**config.mk**
```make
export PLATFORM = sky130hd
export DESIGN_NAME = vga_pattern_gen
export DESIGN_NICKNAME = d
export VERILOG_FILES = /design/src/rtl/vga_pattern_pkg.sv /design/src/rtl/vga_timing_counter.sv /design/src/rtl/vga_pattern_gen.sv
export SDC_FILE = /design/constraint.sdc
export NUM_CORES = 1
export LEC_CHECK = 0
export BUFFER_PORTS_ARGS = -buffer_cell sky130_fd_sc_hd__buf_4
export CAP_MARGIN = 20
export CELL_PAD_IN_SITES_DETAIL_PLACEMENT = 2
export CELL_PAD_IN_SITES_GLOBAL_PLACEMENT = 2
export CORE_MARGIN = 2
export CORE_UTILIZATION = 32
export DETAILED_ROUTE_END_ITERATION = 16
export PLACE_DENSITY_LB_ADDON = 0.15
export SYNTH_ARGS = -nofsm -noshare
export SYNTH_HDL_FRONTEND = slang
export SYNTH_SLANG_ARGS = --single-unit
```
**constraint.sdc**
```tcl
create_clock -name REF_CLK -period 2.2 [get_ports REF_CLK]
set_input_delay 0.11 -clock REF_CLK [delete_from_list [all_inputs] [get_ports REF_CLK]]
set_output_delay 0.11 -clock REF_CLK [all_outputs]
set_load 0.02 [all_outputs]
```
**src/rtl/vga_pattern_pkg.sv**
```systemverilog
// Shared types for the VGA test-pattern generator: pattern modes, FSM states
// and the colour-bar palette (8-bit channels, R,G,B from MSB).
package vga_pattern_pkg;

  typedef enum logic [1:0] {
    MODE_SOLID   = 2'd0,
    MODE_BARS    = 2'd1,
    MODE_CHECKER = 2'd2,
    MODE_GRAD    = 2'd3
  } mode_e;

  typedef enum logic {
    ST_IDLE = 1'b0,
    ST_RUN  = 1'b1
  } state_e;

  localparam logic [23:0] BAR_COLOURS [8] = '{
    24'hffffff, 24'hffff00, 24'h00ffff, 24'h00ff00,
    24'hff00ff, 24'hff0000, 24'h0000ff, 24'h000000
  };

  // Bars are pure primaries, so one bit per channel is enough to rebuild any width.
  function automatic logic [2:0] bar_mask(input logic [2:0] idx);
    return {BAR_COLOURS[idx][23], BAR_COLOURS[idx][15], BAR_COLOURS[idx][7]};
  endfunction

endpackage

```
**src/rtl/vga_timing_counter.sv**
```systemverilog
// Raster position counters plus combinational active/sync/frame-start flags
// derived from the current count; counters held at 0 while en_i is low.
module vga_timing_counter #(
  parameter int H_ACTIVE   = 640,
  parameter int H_FP       = 16,
  parameter int H_SYNC_LEN = 96,
  parameter int H_BP       = 48,
  parameter int V_ACTIVE   = 480,
  parameter int V_FP       = 10,
  parameter int V_SYNC_LEN = 2,
  parameter int V_BP       = 33,
  localparam int H_TOTAL   = H_ACTIVE + H_FP + H_SYNC_LEN + H_BP,
  localparam int V_TOTAL   = V_ACTIVE + V_FP + V_SYNC_LEN + V_BP,
  localparam int HW        = $clog2(H_TOTAL),
  localparam int VW        = $clog2(V_TOTAL)
) (
  input  logic          clk_i,
  input  logic          rst_ni,
  input  logic          en_i,
  output logic [HW-1:0] hcnt_o,
  output logic [VW-1:0] vcnt_o,
  output logic          active_o,
  output logic          hsync_o,
  output logic          vsync_o,
  output logic          frame_start_o,
  output logic          last_pixel_o
);

  localparam logic [HW-1:0] H_ACT_C   = HW'(H_ACTIVE);
  localparam logic [HW-1:0] H_LAST_C  = HW'(H_TOTAL - 1);
  localparam logic [HW-1:0] HS_START_C = HW'(H_ACTIVE + H_FP);
  localparam logic [HW-1:0] HS_END_C  = HW'(H_ACTIVE + H_FP + H_SYNC_LEN - 1);
  localparam logic [VW-1:0] V_ACT_C   = VW'(V_ACTIVE);
  localparam logic [VW-1:0] V_LAST_C  = VW'(V_TOTAL - 1);
  localparam logic [VW-1:0] VS_START_C = VW'(V_ACTIVE + V_FP);
  localparam logic [VW-1:0] VS_END_C  = VW'(V_ACTIVE + V_FP + V_SYNC_LEN - 1);

  logic [HW-1:0] hcnt_q, hcnt_d;
  logic [VW-1:0] vcnt_q, vcnt_d;
  logic          h_last, v_last;

  assign h_last = (hcnt_q == H_LAST_C);
  assign v_last = (vcnt_q == V_LAST_C);

  always_comb begin
    hcnt_d = hcnt_q;
    vcnt_d = vcnt_q;
    if (!en_i) begin
      hcnt_d = '0;
      vcnt_d = '0;
    end else if (h_last) begin
      hcnt_d = '0;
      vcnt_d = v_last ? '0 : vcnt_q + 1'b1;
    end else begin
      hcnt_d = hcnt_q + 1'b1;
    end
  end

  always_ff @(posedge clk_i or negedge rst_ni) begin
    if (!rst_ni) begin
      hcnt_q <= '0;
      vcnt_q <= '0;
    end else begin
      hcnt_q <= hcnt_d;
      vcnt_q <= vcnt_d;
    end
  end

  assign hcnt_o        = hcnt_q;
  assign vcnt_o        = vcnt_q;
  assign active_o      = (hcnt_q < H_ACT_C) && (vcnt_q < V_ACT_C);
  assign hsync_o       = (hcnt_q >= HS_START_C) && (hcnt_q <= HS_END_C);
  assign vsync_o       = (vcnt_q >= VS_START_C) && (vcnt_q <= VS_END_C);
  assign frame_start_o = (hcnt_q == '0) && (vcnt_q == '0);
  assign last_pixel_o  = h_last && v_last;

endmodule

```
**src/rtl/vga_pattern_gen.sv**
```systemverilog
// VGA test-pattern source: idle/run FSM, per-frame mode capture, registered outputs
// one clock behind the raster counters. PATTERN_BORDER_EN adds an all-ones frame border.
module vga_pattern_gen
  import vga_pattern_pkg::*;
#(
  parameter int DATAWIDTH  = 24,
  parameter int H_ACTIVE   = 640,
  parameter int H_FP       = 16,
  parameter int H_SYNC_LEN = 96,
  parameter int H_BP       = 48,
  parameter int V_ACTIVE   = 480,
  parameter int V_FP       = 10,
  parameter int V_SYNC_LEN = 2,
  parameter int V_BP       = 33,
  parameter int SYNC_POL   = 0,
  localparam int CW        = DATAWIDTH / 3,
  localparam int HW        = $clog2(H_ACTIVE + H_FP + H_SYNC_LEN + H_BP),
  localparam int VW        = $clog2(V_ACTIVE + V_FP + V_SYNC_LEN + V_BP)
) (
  input  logic                 REF_CLK,
  input  logic                 RESET,
  input  logic                 CONFIG_DONE,
  input  logic [1:0]           MODE,
  input  logic [DATAWIDTH-1:0] IMAGE_DATA,
  output logic                 H_SYNC,
  output logic                 V_SYNC,
  output logic                 DATA_ENABLE,
  output logic [DATAWIDTH-1:0] PIXEL_DATA,
  output logic                 FRAME_START
);

  localparam logic          SYNC_IDLE = (SYNC_POL == 0);
  localparam logic [HW-1:0] BAR_W_C   = HW'(H_ACTIVE / 8);

  state_e                 state_q, state_d;
  mode_e                  mode_q, mode_d;
  logic [DATAWIDTH-1:0]   colour_q, colour_d;
  logic                   run;

  logic [HW-1:0]          hcnt;
  logic [VW-1:0]          vcnt;
  logic                   active, hsync_raw, vsync_raw, frame_start_raw, last_pixel;

  logic                   h_sync_q, h_sync_d, v_sync_q, v_sync_d;
  logic                   de_q, de_d, fs_q, fs_d;
  logic [DATAWIDTH-1:0]   pix_q, pix_d, pattern;

  logic [HW-1:0]          bar_full;
  logic [2:0]             bar_idx, bar_rgb;
  logic [CW-1:0]          grad_val;

  vga_timing_counter #(
    .H_ACTIVE   (H_ACTIVE),
    .H_FP       (H_FP),
    .H_SYNC_LEN (H_SYNC_LEN),
    .H_BP       (H_BP),
    .V_ACTIVE   (V_ACTIVE),
    .V_FP       (V_FP),
    .V_SYNC_LEN (V_SYNC_LEN),
    .V_BP       (V_BP)
  ) u_timing (
    .clk_i         (REF_CLK),
    .rst_ni        (RESET),
    .en_i          (run),
    .hcnt_o        (hcnt),
    .vcnt_o        (vcnt),
    .active_o      (active),
    .hsync_o       (hsync_raw),
    .vsync_o       (vsync_raw),
    .frame_start_o (frame_start_raw),
    .last_pixel_o  (last_pixel)
  );

  assign run = (state_q == ST_RUN);

  // Shutdown is only honoured on the last pixel so a frame is never cut short.
  always_comb begin
    state_d = state_q;
    unique case (state_q)
      ST_IDLE: if (CONFIG_DONE) state_d = ST_RUN;
      ST_RUN:  if (last_pixel && !CONFIG_DONE) state_d = ST_IDLE;
      default: state_d = ST_IDLE;
    endcase
  end

  // Pixel (0,0) already uses the newly captured settings, hence the bypass via _d.
  always_comb begin
    mode_d   = mode_q;
    colour_d = colour_q;
    if (run && frame_start_raw) begin
      mode_d   = mode_e'(MODE);
      colour_d = IMAGE_DATA;
    end
  end

  assign bar_full = hcnt / BAR_W_C;
  assign bar_idx  = (bar_full > HW'(7)) ? 3'd7 : bar_full[2:0];
  assign bar_rgb  = bar_mask(bar_idx);
  assign grad_val = CW'(hcnt);

`ifdef PATTERN_BORDER_EN
  logic border;
  assign border = (hcnt == '0) || (hcnt == HW'(H_ACTIVE - 1)) ||
                  (vcnt == '0) || (vcnt == VW'(V_ACTIVE - 1));
`else
  logic unused_vcnt;
  assign unused_vcnt = ^vcnt;
`endif

  always_comb begin
    pattern = '0;
    unique case (mode_d)
      MODE_SOLID:   pattern = colour_d;
      MODE_BARS:    pattern = {{CW{bar_rgb[2]}}, {CW{bar_rgb[1]}}, {CW{bar_rgb[0]}}};
      MODE_CHECKER: pattern = (hcnt[5] ^ vcnt[5]) ? '0 : colour_d;
      MODE_GRAD:    pattern = {3{grad_val}};
      default:      pattern = '0;
    endcase
`ifdef PATTERN_BORDER_EN
    if (border) pattern = '1;
`endif
  end

  assign de_d     = run && active;
  assign fs_d     = run && frame_start_raw;
  assign h_sync_d = SYNC_IDLE ^ (run && hsync_raw);
  assign v_sync_d = SYNC_IDLE ^ (run && vsync_raw);
  assign pix_d    = de_d ? pattern : '0;

  always_ff @(posedge REF_CLK or negedge RESET) begin
    if (!RESET) begin
      state_q  <= ST_IDLE;
      mode_q   <= MODE_SOLID;
      colour_q <= '0;
      h_sync_q <= SYNC_IDLE;
      v_sync_q <= SYNC_IDLE;
      de_q     <= 1'b0;
      fs_q     <= 1'b0;
      pix_q    <= '0;
    end else begin
      state_q  <= state_d;
      mode_q   <= mode_d;
      colour_q <= colour_d;
      h_sync_q <= h_sync_d;
      v_sync_q <= v_sync_d;
      de_q     <= de_d;
      fs_q     <= fs_d;
      pix_q    <= pix_d;
    end
  end

  assign H_SYNC      = h_sync_q;
  assign V_SYNC      = v_sync_q;
  assign DATA_ENABLE = de_q;
  assign FRAME_START = fs_q;
  assign PIXEL_DATA  = pix_q;

endmodule

```
======== After elaboration in Yosys (flattened, before gate mapping) ========
Memory sizes are Yosys's and may differ from the RTL's.
Index checks and enable logic that the tools add are counted.
word-level totals
  bits in registers ....................... 75
  ROM bits ................................ 192
  output and inout bits ................... 28
  logic and storage cells ................. 63
  memories kept ........................... 1
cells by class
  add/sub/neg operators ................... 2
  div/mod/pow operators ................... 1
  magnitude comparators ................... 8
  eq/ne operators ......................... 6
  mux-type cells .......................... 16
  bitwise gates (word level) .............. 5
  reduce and logical (&&, ||, !) cells .... 14
memories
  name              words  width  read ports  clocked after memory_dff  wr ports  line                   text
  (name not given)  8      24     1           0                         0         vga_pattern_pkg.sv:24  return {BAR_COLOURS[idx][23], BAR_COLOURS[idx][15], BAR_COLOURS[idx][7]};
operator list
  cell                                                             count
  two-way mux 24 bit                                               5
  case mux 24 bit (4 select lines)                                 1
  two-way mux 10 bit                                               5
  adder 10 x 1 -> 10 bit (second input constant)                   2
  == test 10 bit (second input constant)                           2
  zero test 10 bit                                                 2
  divider 10 x 7 -> 10 bit (second input constant)                 1
  >= comparator 10 bit (second input constant)                     1
  >= comparator 10 x 9 -> 1 bit (second input constant)            1
  greater-than comparator 10 x 3 -> 1 bit (second input constant)  1
  <= comparator 10 bit (second input constant)                     1
  <= comparator 10 x 9 -> 1 bit (second input constant)            1
  logical AND 1 bit                                                10
  < comparator 10 bit (second input constant)                      1
  < comparator 10 x 9 -> 1 bit (second input constant)             1
  == test 2 bit (second input constant)                            2
  >= comparator 4 bit (second input constant)                      1
  NOT 3 -> 4 bit                                                   1
  two-way mux 3 bit                                                1
  NOT 1 bit                                                        3
  == test 2 x 1 -> 1 bit (second input constant)                   1
  zero test 2 bit                                                  1
  two-way mux 1 bit                                                2
  two-way mux 2 bit                                                1
  other kinds (4)                                                  4

======== Logic depth before layout (Yosys ltp) ========
  depth after elaboration ................. 9
  depth in mapped cells ................... 10
  mapped depth without buffers ............ 7

======== Cells and area by module ========
A second synthesis with hierarchy kept.
unflattened totals
  cells, all modules ...................... 389
  area, all modules ....................... 3638.5 sq um
modules (own cells, without submodules)
  module              times used  cells each  area each (sq um)  sequential area each (sq um)
  vga_pattern_gen     1           265         2494.9             1378.8
  vga_timing_counter  1           124         1143.6             500.5

======== Least setup slack after synthesis ========
No wires, ideal clock.
  kind .................................... flip-flop to flip-flop
  start point ............................. register u_timing.hcnt_q[0] (netlist: u_timing.hcnt_o[0])
  end point ............................... register pix_q[8] (netlist: PIXEL_DATA[8])
  library setup time ...................... 0.123 ns
  arrival time ............................ 2.177 ns
  setup slack ............................. -0.100 ns
  cell stages (with the launch flop) ...... 9
  period minus slack after synthesis ...... 2.300 ns
  cells stage by stage .................... dfrtp_1 clkbuf_1 inv_1 ha_1 nor4b_1 nand4_1 nor2_2 mux2_2 o2bb2ai_1
between the ends
  elaborated cells on any way between the ends .. 22
  classes of those cells .................. div (1); order compare (2); eq/ne (3); mux (8); bitwise (1); reduce/logical (6); memory (1)
RTL lines
  element                               line                      text
  from (decl)                           vga_timing_counter.sv:38  logic [HW-1:0] hcnt_q, hcnt_d;
  from (signal assigned)                vga_timing_counter.sv:64  hcnt_q <= hcnt_d;
  zero test 10 bit (*)                  vga_timing_counter.sv:74  assign frame_start_o = (hcnt_q == '0) && (vcnt_q == '0);
  logical AND 1 bit (*)                 vga_timing_counter.sv:74
  logical AND 1 bit (*)                 vga_pattern_gen.sv:90     if (run && frame_start_raw) begin
  two-way mux 24 bit (*)                vga_pattern_gen.sv:90
  net colour_d[8]                       vga_pattern_gen.sv:37     logic [DATAWIDTH-1:0] colour_q, colour_d;
  two-way mux 24 bit                    vga_pattern_gen.sv:115    MODE_CHECKER: pattern = (hcnt[5] ^ vcnt[5]) ? '0 : colour_d;
  case mux 24 bit (4 select lines) (*)  vga_pattern_gen.sv:112    unique case (mode_d)
  two-way mux 24 bit (*)                vga_pattern_gen.sv:128    assign pix_d = de_d ? pattern : '0;
  net pix_d[8]                          vga_pattern_gen.sv:46     logic [DATAWIDTH-1:0] pix_q, pix_d, pattern;
  to (signal assigned)                  vga_pattern_gen.sv:148    pix_q <= pix_d;
  to (decl)                             vga_pattern_gen.sv:46
The timed path passes the listed nets; every way through them passes the cells marked *. The select of a mux whose other input is x is not followed.
A chain may end at the register's enable or synchronous reset.

======== Worst setup path in the final report ========
Same ends and word-level chain as after synthesis.

==> metrics.csv <==
metric;value;unit
slew_viol_final;0;
drtIter0Drc;159;
finalSetupViolCount;0;
dp_cells;617;
core;11520;um2
dr.pass1.iters;10;
first_global_vias;4031;
clock_latency;0.34;ns
num_io_pins;57;
crit_required;2.42;ns
synth.distinct_cells;58;
syn_area_per_cell;9.355;um2
die_area;12790;um2
slew_headroom;0.5966;
cap_violations;0;
syn_inst;407;
wl_per_cell;21.24;um
nNetsFinal;545;
syn_area;3807;um2
synth_async_sr_flop_share;1.000;
arrival;2.35;ns
grt-ovfl-total;0;
core.rowCount;39;
place_congestion;0.7953;
p_per_area;1254;nW/um2
hold_class;input pin to flop;
ant_nets;0;
finClkSkew;0.005469;ns
area_growth;38.12;%
wl;14.02;mm
ir_drop;0.0004830;V
grt_max_degree;40;
syn-num-nets;440;
yosysWarnings;0;
failed_checks;DRC;
finalCriticalPeriod;2.136;ns
clkTransAtPathRegs;0.06;ns
worstSetupPathType;flop to flop;
fin_crit_sh;0.9708;
post-route-worst-setup-slack;0.06417;ns
diodes;0;
dp_worst_setup_slack;-0.1164;ns
cp_max_fo;7;
ys_ff_latch;75;
initial_core_util;0.3306;
synth-edff-count;0;
fp.dieH;113.1;um
vias;3565;
clock_sinks;75;
remaining_drc_errors;3;
leakagePower;0.002376;uW
clockBufferDepth;2;
hold_viol_final;0;
grt_pass1_wl;22.58;mm
synthFlopType;dfrtp_1;
grt_usage;0.2303;
yosysSeqAreaShare;0.4936;
grt_setup_unrepaired;true;
clockRootBuffer;clkbuf_16;
die_w;113.1;um
hpwlAfterDp;9.501;mm
portBuffers;56;
end_kind;flop;
instances_no_fill;660;
fill_cells;1225;
cts_tree;built;
max_clock_freq;468.2;MHz
start_kind;flop;
worstMarginPinSlew;0.6051;ns
cts_buffers;9;
via_per_inst;5.402;
htreeDepth;3;
drive_above_1_share;0.2959;
status;finished with violations;
antenna_found_initial;0;
[Yosys cell counts (all sizes together) (4+ instances only)]
cell     count  area share
nand3       41       0.054
nand2       82       0.081
inv          9      0.0089
buf          8       0.011
o21ai       21       0.031
and2         7       0.012
nor2b        4      0.0066
clkbuf      20       0.020
a22oi        4      0.0079
xor2         4      0.0092
nand4        4      0.0066
dfrtp       73        0.48
a32oi        4      0.0092
nor3         4      0.0053
o2bb2ai      8       0.018
nor4         4      0.0066
nor2        14       0.014
a31oi        8       0.013
and3        10       0.017
xnor2        5       0.012
mux2         6       0.018
ha           4       0.013
o31ai        5      0.0099
a21oi       10       0.014
a41oi       12       0.028
[flip-flops by register name (all words and copies together) (netlist names)]
name,cells
DATA_ENABLE,1
FRAME_START,1
H_SYNC,1
PIXEL_DATA,24
V_SYNC,1
colour_q,24
mode_q,2
run,1
u_timing.hcnt_o,10
u_timing.vcnt_o,10
[metal layers]
layer	vias to the layer above	track usage	share of wire
met2	57	0.3912	0.50
li1	1669	-	-
met4	0	0.08130	0.016
met1	1823	0.3027	0.46
met3	16	0.02999	0.022
met5	-	0	0
[worst max-delay path, stage by stage, from the launching register on]
cell and delay (ns):
dfrtp_1 0.40, inv_1 0.09, ha_2 0.19, nor4b_4 0.23, nand4_1 0.21, nor2_4 0.27
buf_6 0.15, mux2_2 0.34, o2bb2ai_1 0.14
[final timing paths]
path | to | cells after the start | slack, ns | from
max | PIXEL_DATA[8] | 8 | 0.06 | u_timing.hcnt_o[0]
min | colour_q[1] | 3 | 0.02 | IMAGE_DATA[1]
max reg2reg | PIXEL_DATA[8] | 8 | 0.06 | u_timing.hcnt_o[0]
min reg2reg | colour_q[0] | 2 | 0.47 | colour_q[0]
max in group asynchronous | V_SYNC | 3 | 1.26 | RESET
min in group asynchronous | u_timing.hcnt_o[5] | 2 | 0.30 | RESET
[repair_timing]
item,4_1_cts,5_1_grt
resized for setup,4,12
pin swaps,0,6
setup buffers,0,10
endpoints found under the setup margin,6,29
hold buffers,17,0
endpoints found under the hold margin,53,0
[placed cells by master (no fill, tap or decap), types with 3 or more instances in the layout]
cell / n
o21ai_0: 19
and3_2: 3
or3_1: 3
nor2b_1: 4
dfrtp_1: 73
nand3_1: 41
o2bb2ai_1: 8
a22oi_1: 4
a21oi_1: 7
a211oi_1: 3
and2_1: 5
a21oi_2: 3
nand2_1: 81
xnor2_1: 5
nor2_1: 13
buf_12: 3
o31ai_1: 3
mux2_2: 6
buf_4: 99
nand4_1: 4
a41oi_1: 12
nor3_1: 4
xor2_1: 4
nand2b_1: 3
inv_1: 9
and3_1: 7
a32oi_1: 4
buf_6: 3
a31oi_1: 8
clkbuf_16: 9
nor4_1: 3
dlygate4sd3_1: 17
[power breakdown]
part	leakage (uW)	switching, uW	internal [uW]
clock network	0.000150	603	991
registers	0.000927	245	1910
logic	0.00130	1650	1190
[logic make-up (layout without fill, tap and decap cells)]
logic type,Yosys count,count (layout),synth area share
buf+inv,37,147,0.03976
xor+xnor,9,9,0.02070
flops,75,75,0.4936
simple gates,188,188,0.2458
compound gates,87,87,0.1666
mux,7,7,0.02037
fa+ha+maj,4,4,0.01315
[through the flow]
stage / util / TNS [ns] / cell area (um2) / total power (uW) / hold WS [ns]
final: 0.4566 / 0 / 5259 / 6594 / 0.01856
after global routing: 0.4566 / -0.2543 / 5259 / 7006 / 0.02419
after CTS: 0.4465 / 0 / 5142 / 6590 / 0.005340
after detailed placement: 0.4024 / -0.2880 / 4634 / 4910 / 0.1329
after global placement: 0.4024 / -0.1154 / 4634 / 4801 / 0.1285
after floorplan: - / 0 / 3822 / 3753 / -0.1856
[cell type report]
| class | instances | area, um2 | share of cell area |
|---|---|---|---|
| Multi-Input combinational cell | 295 | 1849 | 0.3517 |
| Tap cell | 143 | 178.9 | 0.03402 |
| Sequential cell | 75 | 1879 | 0.3574 |
| Inverter | 9 | 33.78 | 0.006424 |
| Timing Repair Buffer | 122 | 1007 | 0.1915 |
| Clock inverter | 5 | 77.57 | 0.01475 |
| Clock buffer | 11 | 232.7 | 0.04425 |
Power figures use the tool's default switching activity.
